**src/rtl/mem_responder_pkg.sv**
```systemverilog
`default_nettype none
// ============================================================================
// Module  : mem_responder_pkg
// Purpose : Shared definitions for the CPU-to-SRAM memory responder:
//           funct3 access encodings, FSM state enum, and helpers that
//           classify an access (fault detection, write byte lanes).
// Rev     : 1.0  initial release
// ============================================================================
package mem_responder_pkg;

    // funct3 access size / sign encodings
    localparam logic [2:0] c_F3_LB  = 3'b000;
    localparam logic [2:0] c_F3_LH  = 3'b001;
    localparam logic [2:0] c_F3_LW  = 3'b010;
    localparam logic [2:0] c_F3_LBU = 3'b100;
    localparam logic [2:0] c_F3_LHU = 3'b101;

    // Stores reuse the signed load encodings
    localparam logic [2:0] c_F3_SB  = c_F3_LB;
    localparam logic [2:0] c_F3_SH  = c_F3_LH;
    localparam logic [2:0] c_F3_SW  = c_F3_LW;

    typedef enum logic [1:0] {
        ST_IDLE = 2'd0,
        ST_LO   = 2'd1,
        ST_HI   = 2'd2,
        ST_DONE = 2'd3
    } state_t;

    // An access faults if its funct3 is illegal for its direction or if the
    // address is not naturally aligned to the access size. Illegal funct3
    // values are handled exactly like misaligned accesses.
    function automatic logic access_fault(input logic       i_is_write,
                                          input logic [2:0] i_f3,
                                          input logic [1:0] i_ofs);
        logic w_legal;
        logic w_misal;
        if (i_is_write)
            w_legal = (i_f3 == c_F3_SB) || (i_f3 == c_F3_SH) || (i_f3 == c_F3_SW);
        else
            w_legal = (i_f3 == c_F3_LB)  || (i_f3 == c_F3_LH) || (i_f3 == c_F3_LW) ||
                      (i_f3 == c_F3_LBU) || (i_f3 == c_F3_LHU);
        w_misal = ((i_f3[1:0] == 2'b01) && i_ofs[0]) ||
                  ((i_f3[1:0] == 2'b10) && (i_ofs != 2'b00));
        return !w_legal || w_misal;
    endfunction

    // Byte lanes (bit n = byte n of the 32-bit word) touched by a store.
    function automatic logic [3:0] write_lanes(input logic [2:0] i_f3,
                                               input logic [1:0] i_ofs);
        logic [3:0] w_lanes;
        case (i_f3)
            c_F3_SB: w_lanes = 4'b0001 << i_ofs;
            c_F3_SH: w_lanes = i_ofs[1] ? 4'b1100 : 4'b0011;
            default: w_lanes = 4'b1111;
        endcase
        return w_lanes;
    endfunction

endpackage
`default_nettype wire

```
**src/rtl/mem_responder_load_extract.sv**
```systemverilog
`default_nettype none
// ============================================================================
// Module  : load_extract
// Purpose : Combinational load data extraction. Selects the byte/halfword
//           addressed by the low address bits and sign- or zero-extends it.
// Ports   : i_word   - assembled 32-bit SRAM word
//           i_funct3 - load size/sign encoding
//           i_ofs    - byte offset within the word (mem_addr[1:0])
//           o_data   - extracted, extended load value
// Rev     : 1.0  initial release
// ============================================================================
module load_extract
    import mem_responder_pkg::*;
(
    input  logic [31:0] i_word,
    input  logic [2:0]  i_funct3,
    input  logic [1:0]  i_ofs,
    output logic [31:0] o_data
);

    logic [7:0]  w_byte;
    logic [15:0] w_half;

    always_comb begin
        case (i_ofs)
            2'd0:    w_byte = i_word[7:0];
            2'd1:    w_byte = i_word[15:8];
            2'd2:    w_byte = i_word[23:16];
            default: w_byte = i_word[31:24];
        endcase
        w_half = i_ofs[1] ? i_word[31:16] : i_word[15:0];

        case (i_funct3)
            c_F3_LB:  o_data = {{24{w_byte[7]}}, w_byte};
            c_F3_LH:  o_data = {{16{w_half[15]}}, w_half};
            c_F3_LW:  o_data = i_word;
            c_F3_LBU: o_data = {24'd0, w_byte};
            c_F3_LHU: o_data = {16'd0, w_half};
            default:  o_data = 32'd0;
        endcase
    end

endmodule
`default_nettype wire

```
**src/rtl/mem_responder.sv**
```systemverilog
`default_nettype none
// ============================================================================
// Module  : mem_responder
// Purpose : Bridges CPU 32-bit load/store requests onto a 16-bit
//           asynchronous SRAM as two halfword cycles (LO then HI).
// Ports   : Clk, Reset          - clock, synchronous active-high reset
//           mem_addr/wdata/funct3 - CPU request (address, store data, size)
//           memR_En/memW_En     - read / write request levels
//           mem_rdata/ready/err - registered load data, completion, error
//           sram_*              - SRAM address, data and active-low strobes
// Rev     : 1.0  initial release
// ============================================================================
module mem_responder
    import mem_responder_pkg::*;
#(
    parameter int ADDR_W = 20
) (
    input  logic              Clk,
    input  logic              Reset,
    input  logic [31:0]       mem_addr,
    input  logic [31:0]       mem_wdata,
    input  logic [2:0]        mem_funct3,
    input  logic              memR_En,
    input  logic              memW_En,
    output logic [31:0]       mem_rdata,
    output logic              mem_ready,
    output logic              mem_err,
    output logic [ADDR_W-1:0] sram_addr,
    input  logic [15:0]       sram_dq_i,
    output logic [15:0]       sram_dq_o,
    output logic              sram_dq_oe,
    output logic              sram_ce_n,
    output logic              sram_oe_n,
    output logic              sram_we_n,
    output logic              sram_ub_n,
    output logic              sram_lb_n
);

    state_t      r_state;
    state_t      w_state_nxt;

    logic        r_r_prev;
    logic        r_w_prev;
    logic        r_is_write;
    logic        r_fault;       // misaligned / illegal: suppress write, zero read
    logic        r_err;         // fault or R/W conflict, reported to the CPU
    logic        r_used_r;      // enables that must stay high for this access
    logic        r_used_w;
    logic [2:0]  r_f3;
    logic [1:0]  r_ofs;
    logic [3:0]  r_lanes;
    logic [15:0] r_lo;
    logic [31:0] r_rdata;

    logic        w_r_rise;
    logic        w_w_rise;
    logic        w_start;
    logic        w_start_write;
    logic        w_conflict;
    logic        w_fault_nxt;
    logic        w_hold;
    logic        w_access;
    logic        w_half;
    logic [1:0]  w_lane_pair;
    logic [31:0] w_wword;
    logic [31:0] w_ext;
    logic        w_unused_addr;

    // ------------------------------------------------------------------
    // Request decode
    // ------------------------------------------------------------------
    assign w_r_rise      = memR_En & ~r_r_prev;
    assign w_w_rise      = memW_En & ~r_w_prev;
    assign w_conflict    = w_r_rise & w_w_rise;
    assign w_start_write = w_w_rise & ~memR_En;
    // A rising enable starts an access only if the other enable is low,
    // except when both rise together (handled as an erroneous read).
    assign w_start       = (w_r_rise & ~memW_En) | w_start_write | w_conflict;
    assign w_fault_nxt   = access_fault(w_start_write, mem_funct3, mem_addr[1:0]);

    // Every enable that launched the access must still be high to continue.
    assign w_hold = (~r_used_r | memR_En) & (~r_used_w | memW_En);

    // ------------------------------------------------------------------
    // Next state and strobe decode (from registered state only)
    // ------------------------------------------------------------------
    always_comb begin
        w_state_nxt = r_state;
        w_access    = 1'b0;
        w_half      = 1'b0;
        w_lane_pair = 2'b00;
        sram_ce_n   = 1'b1;
        sram_oe_n   = 1'b1;
        sram_we_n   = 1'b1;
        sram_dq_oe  = 1'b0;
        sram_ub_n   = 1'b1;
        sram_lb_n   = 1'b1;

        case (r_state)
            ST_IDLE: if (w_start) w_state_nxt = ST_LO;
            ST_LO:   w_state_nxt = w_hold ? ST_HI : ST_IDLE;
            ST_HI:   w_state_nxt = w_hold ? ST_DONE : ST_IDLE;
            ST_DONE: if (!memR_En && !memW_En) w_state_nxt = ST_IDLE;
            default: w_state_nxt = ST_IDLE;
        endcase

        w_access    = (r_state == ST_LO) || (r_state == ST_HI);
        w_half      = (r_state == ST_HI);
        w_lane_pair = w_half ? r_lanes[3:2] : r_lanes[1:0];

        if (w_access) begin
            sram_ce_n = 1'b0;
            sram_oe_n = r_is_write;
            sram_ub_n = ~w_lane_pair[1];
            sram_lb_n = ~w_lane_pair[0];
            if (r_is_write && (w_lane_pair != 2'b00)) begin
                sram_we_n  = 1'b0;
                sram_dq_oe = 1'b1;
            end
        end
    end

    // ------------------------------------------------------------------
    // Store data lane replication
    // ------------------------------------------------------------------
    always_comb begin
        case (r_f3)
            c_F3_SB: w_wword = {4{mem_wdata[7:0]}};
            c_F3_SH: w_wword = {2{mem_wdata[15:0]}};
            default: w_wword = mem_wdata;
        endcase
    end

    assign sram_dq_o     = w_half ? w_wword[31:16] : w_wword[15:0];
    assign sram_addr     = {mem_addr[ADDR_W:2], w_half};
    assign w_unused_addr = ^mem_addr[31:ADDR_W+1];

    // ------------------------------------------------------------------
    // Load extraction on the assembled word {HI halfword, latched LO}
    // ------------------------------------------------------------------
    load_extract u_load_extract (
        .i_word   ({sram_dq_i, r_lo}),
        .i_funct3 (r_f3),
        .i_ofs    (r_ofs),
        .o_data   (w_ext)
    );

    // ------------------------------------------------------------------
    // Sequential state
    // ------------------------------------------------------------------
    always_ff @(posedge Clk) begin
        if (Reset) begin
            r_state    <= ST_IDLE;
            // Treat enables as already high so a level held across reset
            // release is not mistaken for a new request.
            r_r_prev   <= 1'b1;
            r_w_prev   <= 1'b1;
            r_is_write <= 1'b0;
            r_fault    <= 1'b0;
            r_err      <= 1'b0;
            r_used_r   <= 1'b0;
            r_used_w   <= 1'b0;
            r_f3       <= 3'd0;
            r_ofs      <= 2'd0;
            r_lanes    <= 4'd0;
            r_lo       <= 16'd0;
            r_rdata    <= 32'd0;
        end else begin
            r_state  <= w_state_nxt;
            r_r_prev <= memR_En;
            r_w_prev <= memW_En;

            if ((r_state == ST_IDLE) && w_start) begin
                r_is_write <= w_start_write;
                r_f3       <= mem_funct3;
                r_ofs      <= mem_addr[1:0];
                r_fault    <= w_fault_nxt;
                r_err      <= w_fault_nxt | w_conflict;
                r_used_r   <= ~w_start_write;
                r_used_w   <= w_start_write | w_conflict;
                // Reads always fetch both bytes; faulting stores touch nothing.
                if (w_start_write)
                    r_lanes <= w_fault_nxt ? 4'b0000 : write_lanes(mem_funct3, mem_addr[1:0]);
                else
                    r_lanes <= 4'b1111;
            end

            if ((r_state == ST_LO) && (w_state_nxt == ST_HI))
                r_lo <= sram_dq_i;

            if ((r_state == ST_HI) && (w_state_nxt == ST_DONE) && !r_is_write)
                r_rdata <= r_fault ? 32'd0 : w_ext;
        end
    end

    assign mem_rdata = r_rdata;
    assign mem_ready = (r_state == ST_DONE);
    assign mem_err   = r_err;

endmodule
`default_nettype wire

```
**config.mk**
```make
export PLATFORM = sky130hd
export DESIGN_NAME = mem_responder
export DESIGN_NICKNAME = d
export VERILOG_FILES = /design/src/rtl/mem_responder_pkg.sv /design/src/rtl/mem_responder_load_extract.sv /design/src/rtl/mem_responder.sv
export SDC_FILE = /design/constraint.sdc
export NUM_CORES = 1
export LEC_CHECK = 0
export ABC_AREA = 0
export CAP_MARGIN = 20
export CORE_ASPECT_RATIO = 0.75
export CORE_MARGIN = 2
export CORE_UTILIZATION = 55
export DETAILED_ROUTE_END_ITERATION = 6
export DONT_BUFFER_PORTS = 1
export PLACE_DENSITY = 0.7
export SETUP_SLACK_MARGIN = 0.2
export SYNTH_ARGS = -nofsm -noshare
export SYNTH_HDL_FRONTEND = slang
export SYNTH_SLANG_ARGS = --single-unit
```
**constraint.sdc**
```tcl
create_clock -name Clk -period 3.33 [get_ports Clk]
set_input_delay 0.666 -clock Clk [delete_from_list [all_inputs] [get_ports Clk]]
set_output_delay 0.666 -clock Clk [all_outputs]
set_load 0.02 [all_outputs]
```
Word-level counts from Yosys, hierarchy flattened. Cells that the tools add are included.

Word-level logic and storage cells: 102. Output and inout bits: 76. Flip-flop bits (word level): 66. Input bits: 87.

Eq/ne operators: 17. Bitwise operators: 21. Mux-type cells: 25. Reductions and logical operators: 25. Shift operators: 1.

Operators with widths (number): case mux 32 bit (5 select lines) (1); case mux 32 bit (2 select lines) (1); 2-to-1 mux 16 bit (2); 2-to-1 mux 32 bit (1); case mux 8 bit (3 select lines) (1); equality test 2 bit, second input constant (6); equality test 3 bit, second input constant (4); 2-to-1 mux 4 bit (3); 2-to-1 mux 2 bit (5); 2-to-1 mux 1 bit (9); NOT 1 bit (9); logical AND 1 bit (8); case mux 2 bit (4 select lines) (1); case mux 4 bit (2 select lines) (1); logical OR 1 bit (7); AND 1 bit (6); equality test 2 x 1 -> 1 bit, second input constant (3); equality test 3 x 1 -> 1 bit, second input constant (2); equality test 3 x 2 -> 1 bit, second input constant (2); zero test 3 bit (2); bitwise OR 1 bit (6); zero test 1 bit (4); zero test 2 bit (2); nonzero test 2 bit (2); left shift 1 x 2 -> 4 bit, first input constant (1).

Depth between registers and ports, before layout. Gate-level depths: netlist (run 1).

Depth in word-level cells: 10. Depth in mapped cells: 7.

By module. From an unflattened synthesis (run 1), not the netlist that was laid out.

Cells, all modules: 570. Area, all modules: 4793.3 sq um.

By module, submodules not included: mem_responder (area each 3748.6 sq um, cells each 437, times used 1); load_extract (area each 1044.8 sq um, cells each 133, times used 1).

Worst setup path after synthesis (run 1). OpenSTA, ideal clock, no wires.

Kind: flip-flop to output port. Start point: register r_state[0]. End point: output sram_dq_o[6]. Slack: 818 ps. Cell stages (with the launch flop): 7. Arrival: 1846 ps. Cell sequence: dfxtp_1 inv_1 ha_1 o21a_1 clkbuf_1 buf_1 mux2_2.

Word-level cells in the longest chain between the ends: 2.

RTL lines: start: declaration (line mem_responder.sv:39) `state_t r_state;`; start signal: assignment (line mem_responder.sv:169) `r_state <= w_state_nxt;`; equality test 2 bit (line mem_responder.sv:108) `w_half = (r_state == ST_HI);`; named net w_half (line mem_responder.sv:63) `logic w_half;`; 2-to-1 mux 16 bit (line mem_responder.sv:134) `assign sram_dq_o = w_half ? w_wword[31:16] : w_wword[15:0];`; end: declaration (line mem_responder.sv:30) `output logic [15:0] sram_dq_o,`.

The timed path passes the listed nets, and every way through them passes these cells.

Worst setup path in the final report (run 1).
Start point: register r_state[0]. End point: output sram_we_n.

Word-level cells in the longest chain between the ends: 6. Elaborated cells on any way between the ends: 8.

RTL lines: equality test 2 bit (*) (line mem_responder.sv:108); named net sram_addr[0] (line mem_responder.sv:28) `output logic [ADDR_W-1:0] sram_addr,`; 2-to-1 mux 2 bit (line mem_responder.sv:109) `w_lane_pair = w_half ? r_lanes[3:2] : r_lanes[1:0];`; nonzero test 2 bit (line mem_responder.sv:116) `if (r_is_write && (w_lane_pair != 2'b00)) begin`; logical AND 1 bit (line mem_responder.sv:116); 2-to-1 mux 1 bit (line mem_responder.sv:116); 2-to-1 mux 1 bit (*) (line mem_responder.sv:111) `if (w_access) begin`; end: declaration (line mem_responder.sv:34) `output logic sram_we_n,`.

Mark *: on every way through the listed nets, which the timed path passes. The rest lies on a longest branch.

==> results of run 1 <==
## where the power goes
group	internal [W]	switching, W
Clock	0.000402	0.000300
Combinational	0.000106	0.000191
Sequential	0.000812	0.0000246
Total	0.00132	0.000515
## Yosys cell counts, types with 3 or more instances
library cell / n / area [sq um]
o22ai_1: 4 / 25.0
o21a_1: 3 / 22.5
a21oi_1: 18 / 90.1
o31ai_1: 16 / 120
nor3_1: 4 / 20.0
a22oi_1: 8 / 60.1
buf_4: 20 / 150
a31oi_1: 18 / 113
nand2_1: 109 / 409
nor2_1: 10 / 37.5
mux4_2: 8 / 180
o21ai_0: 18 / 90.1
mux2i_1: 34 / 340
ha_1: 5 / 62.6
or2_2: 3 / 18.8
clkbuf_1: 25 / 93.8
inv_1: 11 / 41.3
mux2_2: 26 / 293
nor3b_1: 3 / 22.5
dfxtp_1: 66 / 1320
nor2b_1: 18 / 113
and2_1: 17 / 106
buf_2: 6 / 30.0
## sequential cells by signal, indices dropped and copies added, names as in the netlist
signal,flops
r_used_r,1
r_r_prev,1
r_w_prev,1
r_used_w,1
r_state,2
r_fault,1
mem_err,1
r_lanes,4
mem_rdata,32
r_is_write,1
r_lo,16
r_ofs,2
r_f3,3
## area by class of cell
type | count | area [sq um]
clock inverters | 2 | 35.0
clock buffers | 13 | 169
fillers | 630 | 2760
flip-flops and latches | 66 | 1320
repair buffers | 13 | 97.6
inverters | 12 | 45.0
well taps | 98 | 123
multi-input cells | 347 | 2380
## per-layer routing
layer | wire, um | up-vias | global-route usage
met5 | 0 | - | 0
li1 | - | 1597 | -
met1 | 4480 | 1552 | 0.369
met2 | 4540 | 192 | 0.402
met4 | 147 | 0 | 0.0760
met3 | 1050 | 22 | 0.0838
## critical path, cell delays in order (launching register included)
cell and delay [ns]:
dfxtp_1 0.33, inv_1 0.16, ha_2 0.39, mux2_2 0.21, nand2_1 0.15, a21oi_1 0.47, inv_1 0.23
## stage by stage
step                worst slack [ns]  instances
floorplan                      0.818        478
global placement               0.615        536
detailed placement             0.561        536
CTS                            0.366        551
global route                   0.239        551
finish                         0.370        551
## worst paths after layout
path,from,end,slack (ns),cells past startpoint
max,r_state[0],sram_we_n,0.37,6
min,Reset,r_state[1],0.38,1
max reg2reg,r_state[0],r_lo[6],0.97,6
min reg2reg,r_lo[8],r_lo[8],0.47,2
## logic make-up after synthesis
logic type      synth area share
flops                      0.330
simple gates               0.210
fa+ha+maj                 0.0156
compound gates             0.158
mux                        0.203
buf+inv                   0.0834
==> impl_metrics.tcl, run 1 <==
set metrics [dict create \
    grt.total_usage 0.268 \
    first_pass_iters 5 \
    cp-start-kind "register" \
    tightest_slew_ns 0.827 \
    yosysWarnings 0 \
    cts_tree "built" \
    synth_edf_count 0 \
    period_needed_ns 2.96 \
    min_path_type "primary input to register" \
    drc 0 \
    power_w 0.00183 \
    final_common_cell "nand2_1" \
    holdWs_ns 0.382 \
    cts_hold_buf 0 \
    crit_type "register to output port" \
    required_ns 2.66 \
    drv_cap 0 \
    die-area_sq_um 7990 \
    postCtsSetupRepairBufs 0 \
    die_x_um 103 \
    synth_cells 478 \
    dpl_cell_area_sq_um 3960 \
    synth-seq-cells 66 \
    grt_overflow_total 0 \
    io_pins 163 \
    finalCritPeriodShare 0.889 \
    grt_pass1_wl_um 16500 \
    finalSetupTns_ns 0 \
    hold_violations 0 \
    drt-total-wl_um 10200 \
    grt_max_degree 51 \
    slew-limit-headroom 0.448 \
    synth_area_sq_um 4000 \
    fp.dieH_um 77.9 \
    final_area_sq_um 4170 \
    root_buffer "clkbuf_8" \
    initial_core_util 0.578 \
    clock_sinks 66 \
    rsz0062_at_grt "false" \
    layout_common_cells "109 x nand2_1, 66 x dfxtp_1, 34 x mux2i_1" \
    rows 26 \
    grt_antenna_before_repair 0 \
    clock_skew_ns 0.0129 \
    vias 3363 \
    powerDensity_nw_per_um2 440 \
    synth_cell_type_count 44 \
    gp_congestion 0.822 \
    nets 541 \
    cp_max_fo 8 \
    antenna-diode-count 0 \
    drt-initial-drc-count 303 \
    arrival_ns 2.29 \
    ys_seq_area_frac 0.330 \
    hpwl_um 7290 \
    synthArstFlopShare 0 \
    htreeDepth 3 \
    syn2layout_area_growth_pct 4.09 \
    slew_violations 0 \
    drive_gt1_frac 0.163 \
    peakVddDrop_mv 0.191 \
    wire_per_inst_um 18.6 \
    post_synth.cell_area_avg_sq_um 8.38 \
    final_util 0.601 \
    max_freq_mhz 338 \
    status "complete, no violations" \
    grt_pass1_vias 3213 \
    core_area_sq_um 6930 \
    io_buffers 0 \
    syn_nets 570 \
    setup_viol 0 \
    clk_pin_slew_ns 0.06 \
    routed_via_density 6.10 \
    cts_made_buffers 9 \
    end_kind "output port" \
    power.leakage_nw 1.63 \
    clock_latency_ns 0.35 \
    ant_nets 0 \
    ctsLongestPathBuffers 2 \
    ys.flop_type "dfxtp_1" \
    cts_resized 1 \
]
Note: power is estimated with default switching activity, not from simulation.
==> run 2, diff against run 1 <==
Settings changed: SYNTH_HIERARCHICAL from default to 1.
==> run 2 against run 1 <==
Compared with the run above:
- count of clock-buffer cells in the layout unchanged
- final cell count is 15% higher
- total power increased by 17%
- critical path depth down 3
- core utilization fell by 2.5 points
- sequential share of layout area shrank 4.6 points
- register-to-register slack got worse by 0.12 ns
- largest cell class unchanged
- highest routed layer unchanged
==> impl_metrics.tcl, run 2 <==
set metrics [dict create \
    drt-initial-drc-count 436 \
    r2r_cells 8 \
    hold_violations 0 \
    cp-start-kind "register" \
    syn2layout_area_growth_pct 1.75 \
    setup_ws_ns 0.491 \
    arrival_ns 2.17 \
    htreeDepth 3 \
    synth_edf_count 0 \
    synth_cells 570 \
    crit_chain "ha_1, o21a_2, mux2_2" \
    yosysTopAreaCell "dfxtp_1" \
    synth-seq-cells 66 \
    clock_latency_ns 0.33 \
    yosysMostFrequentCell "nand2_1" \
    ctsLongestPathBuffers 2 \
    rsz0062_at_grt "false" \
    initial_core_util 0.567 \
    drv_cap 0 \
    core_area_sq_um 8450 \
    min_from "Reset" \
    largest_reg_flops 32 \
    routed-wl-met2_um 5630 \
    vias 4328 \
    grt_antenna_before_repair 0 \
    gp_congestion 0.902 \
    cp_slowest_cell "ha_1" \
    tightest_slew_ns 0.945 \
    root_buffer "clkbuf_16" \
    routed_via_density 6.83 \
    power.leakage_nw 1.69 \
    slew_violations 0 \
    ys_seq_area_frac 0.276 \
    io_pins 163 \
    cp_top_family "adder cells" \
    grt_pass1_wl_um 20100 \
    cts_made_buffers 9 \
    grt_pass1_vias 3825 \
    clock_skew_ns 0.00413 \
    cts_tree "built" \
    crit_buf_inv 0 \
    nets 613 \
    grt_max_degree 37 \
    clock_sinks 66 \
    grt.total_usage 0.262 \
    drt-total-wl_um 12600 \
    synth_area_sq_um 4790 \
    m1WireLength_um 5510 \
    hpwl_um 8830 \
    pre_cts_ws_ns 0.558 \
    slew-limit-headroom 0.361 \
    end_kind "output port" \
    die-area_sq_um 9490 \
    cp_max_fo 17 \
    drive_gt1_frac 0.190 \
    synth.area.top_cells "dfxtp_1 28%, nand2_1 7.8%, o211ai_2 7.8%" \
    grt_overflow_total 0 \
    io_buffers 0 \
    synthArstFlopShare 0 \
    finalCritPeriodShare 0.852 \
    synth_top_cell_area_share 0.276 \
    critPathMaxStageDelay_ns 0.52 \
    final_common_cell "nand2_1" \
    antenna-diode-count 0 \
    first_pass_iters 6 \
    yosysWarnings 6 \
    wire_per_inst_um 19.9 \
    rr_endpoint "mem_rdata[29]" \
    finalSetupTns_ns 0 \
    timing.rr.start "r_state[0]" \
    max_freq_mhz 352 \
    setup_viol 0 \
    route.met3.wl_um 1220 \
    layout_common_cells "100 x nand2_1, 66 x dfxtp_1, 34 x nand3_1" \
    drc 0 \
    ys.flop_type "dfxtp_1" \
    crit_type "register to output port" \
    period_needed_ns 2.84 \
    powerDensity_nw_per_um2 440 \
    peakVddDrop_mv 0.326 \
    worstHoldEndpoint "r_f3[0]" \
    ys_top_cells_by_count "100 x nand2_1, 66 x dfxtp_1, 34 x nand3_1, 32 x a21oi_1, 32 x o2111ai_1" \
    rows 29 \
    die_x_um 112 \
    synth_cell_type_count 52 \
    fp.dieH_um 84.9 \
    required_ns 2.66 \
    top_layer_used "met4" \
    hold_depth 1 \
    post_synth.cell_area_avg_sq_um 8.41 \
    min_path_type "primary input to register" \
    status "complete, no violations" \
    r2r_setup_slack_ns 0.85 \
    ant_nets 0 \
    syn_nets 662 \
    clk_pin_slew_ns 0.05 \
]
run 2: cells by family after synthesis:
kind of cell,Yosys count,synth area share
compound gates,179,0.313
fa+ha+maj,5,0.0131
buf+inv,86,0.100
flops,66,0.276
mux,49,0.123
simple gates,185,0.175
run 2: final cells by class:
class | instances | area [sq um]
Inverter | 9 | 33.8
Tap cell | 108 | 135
Fill cell | 773 | 3580
Clock buffer | 13 | 250
Sequential cell | 66 | 1320
Timing Repair Buffer | 17 | 128
Clock inverter | 3 | 15.0
Multi-Input combinational cell | 418 | 2990
run 2: metrics by stage:
step	power (W)	hold slack, ns	cell area [sq um]	util	instances
4_1_cts	0.00216	0.382	4880	0.577	634
3_5_place_dp	0.00129	0.470	4610	0.545	618
5_1_grt	0.00223	0.390	4880	0.577	634
6_report	0.00214	0.396	4880	0.577	634
3_3_place_gp	0.00128	0.462	4610	0.545	618
2_1_floorplan	0.00127	0.437	4790	-	570
run 2: what timing repair did:
| item | in CTS | in global routing |
|---|---|---|
| resized for setup | 1 | 1 |
| setup endpoints to repair | 1 | 16 |
| pin swaps | 0 | 0 |
| hold buffers | 0 | 0 |
| buffers inserted | 0 | 0 |
run 2: worst max path at each step:
stage,start,endpoint,cells after the start
2_1_floorplan,r_state[0],sram_we_n,7
3_5_place_dp,r_state[0],sram_dq_o[12],6
4_1_cts,r_state[1],sram_dq_o[0],3
6_report,r_state[1],sram_dq_o[0],3
5_1_grt,r_state[0],sram_dq_o[12],6
3_3_place_gp,r_state[0],sram_dq_o[8],6
run 2: power breakdown:
| group | switching [W] | internal (W) | total [W] |
|---|---|---|---|
| Sequential | 0.0000363 | 0.000819 | 0.000855 |
| Clock | 0.000338 | 0.000520 | 0.000858 |
| Combinational | 0.000290 | 0.000140 | 0.000430 |
run 2: worst register-to-register path, stage by stage, from the launching register on:
cell and delay, ns:
dfxtp_1 0.34, clkinv_1 0.07, buf_4 0.36, ha_1 0.33, inv_1 0.08, nand3_1 0.07, buf_4 0.34, o21a_4 0.56
o211ai_1 0.19
run 2: per-layer routing:
metal | vias to the layer above | track usage
met5 | - | 0
met3 | 37 | 0.0721
met2 | 192 | 0.382
li1 | 2016 | -
met1 | 2083 | 0.376
met4 | 0 | 0.0898
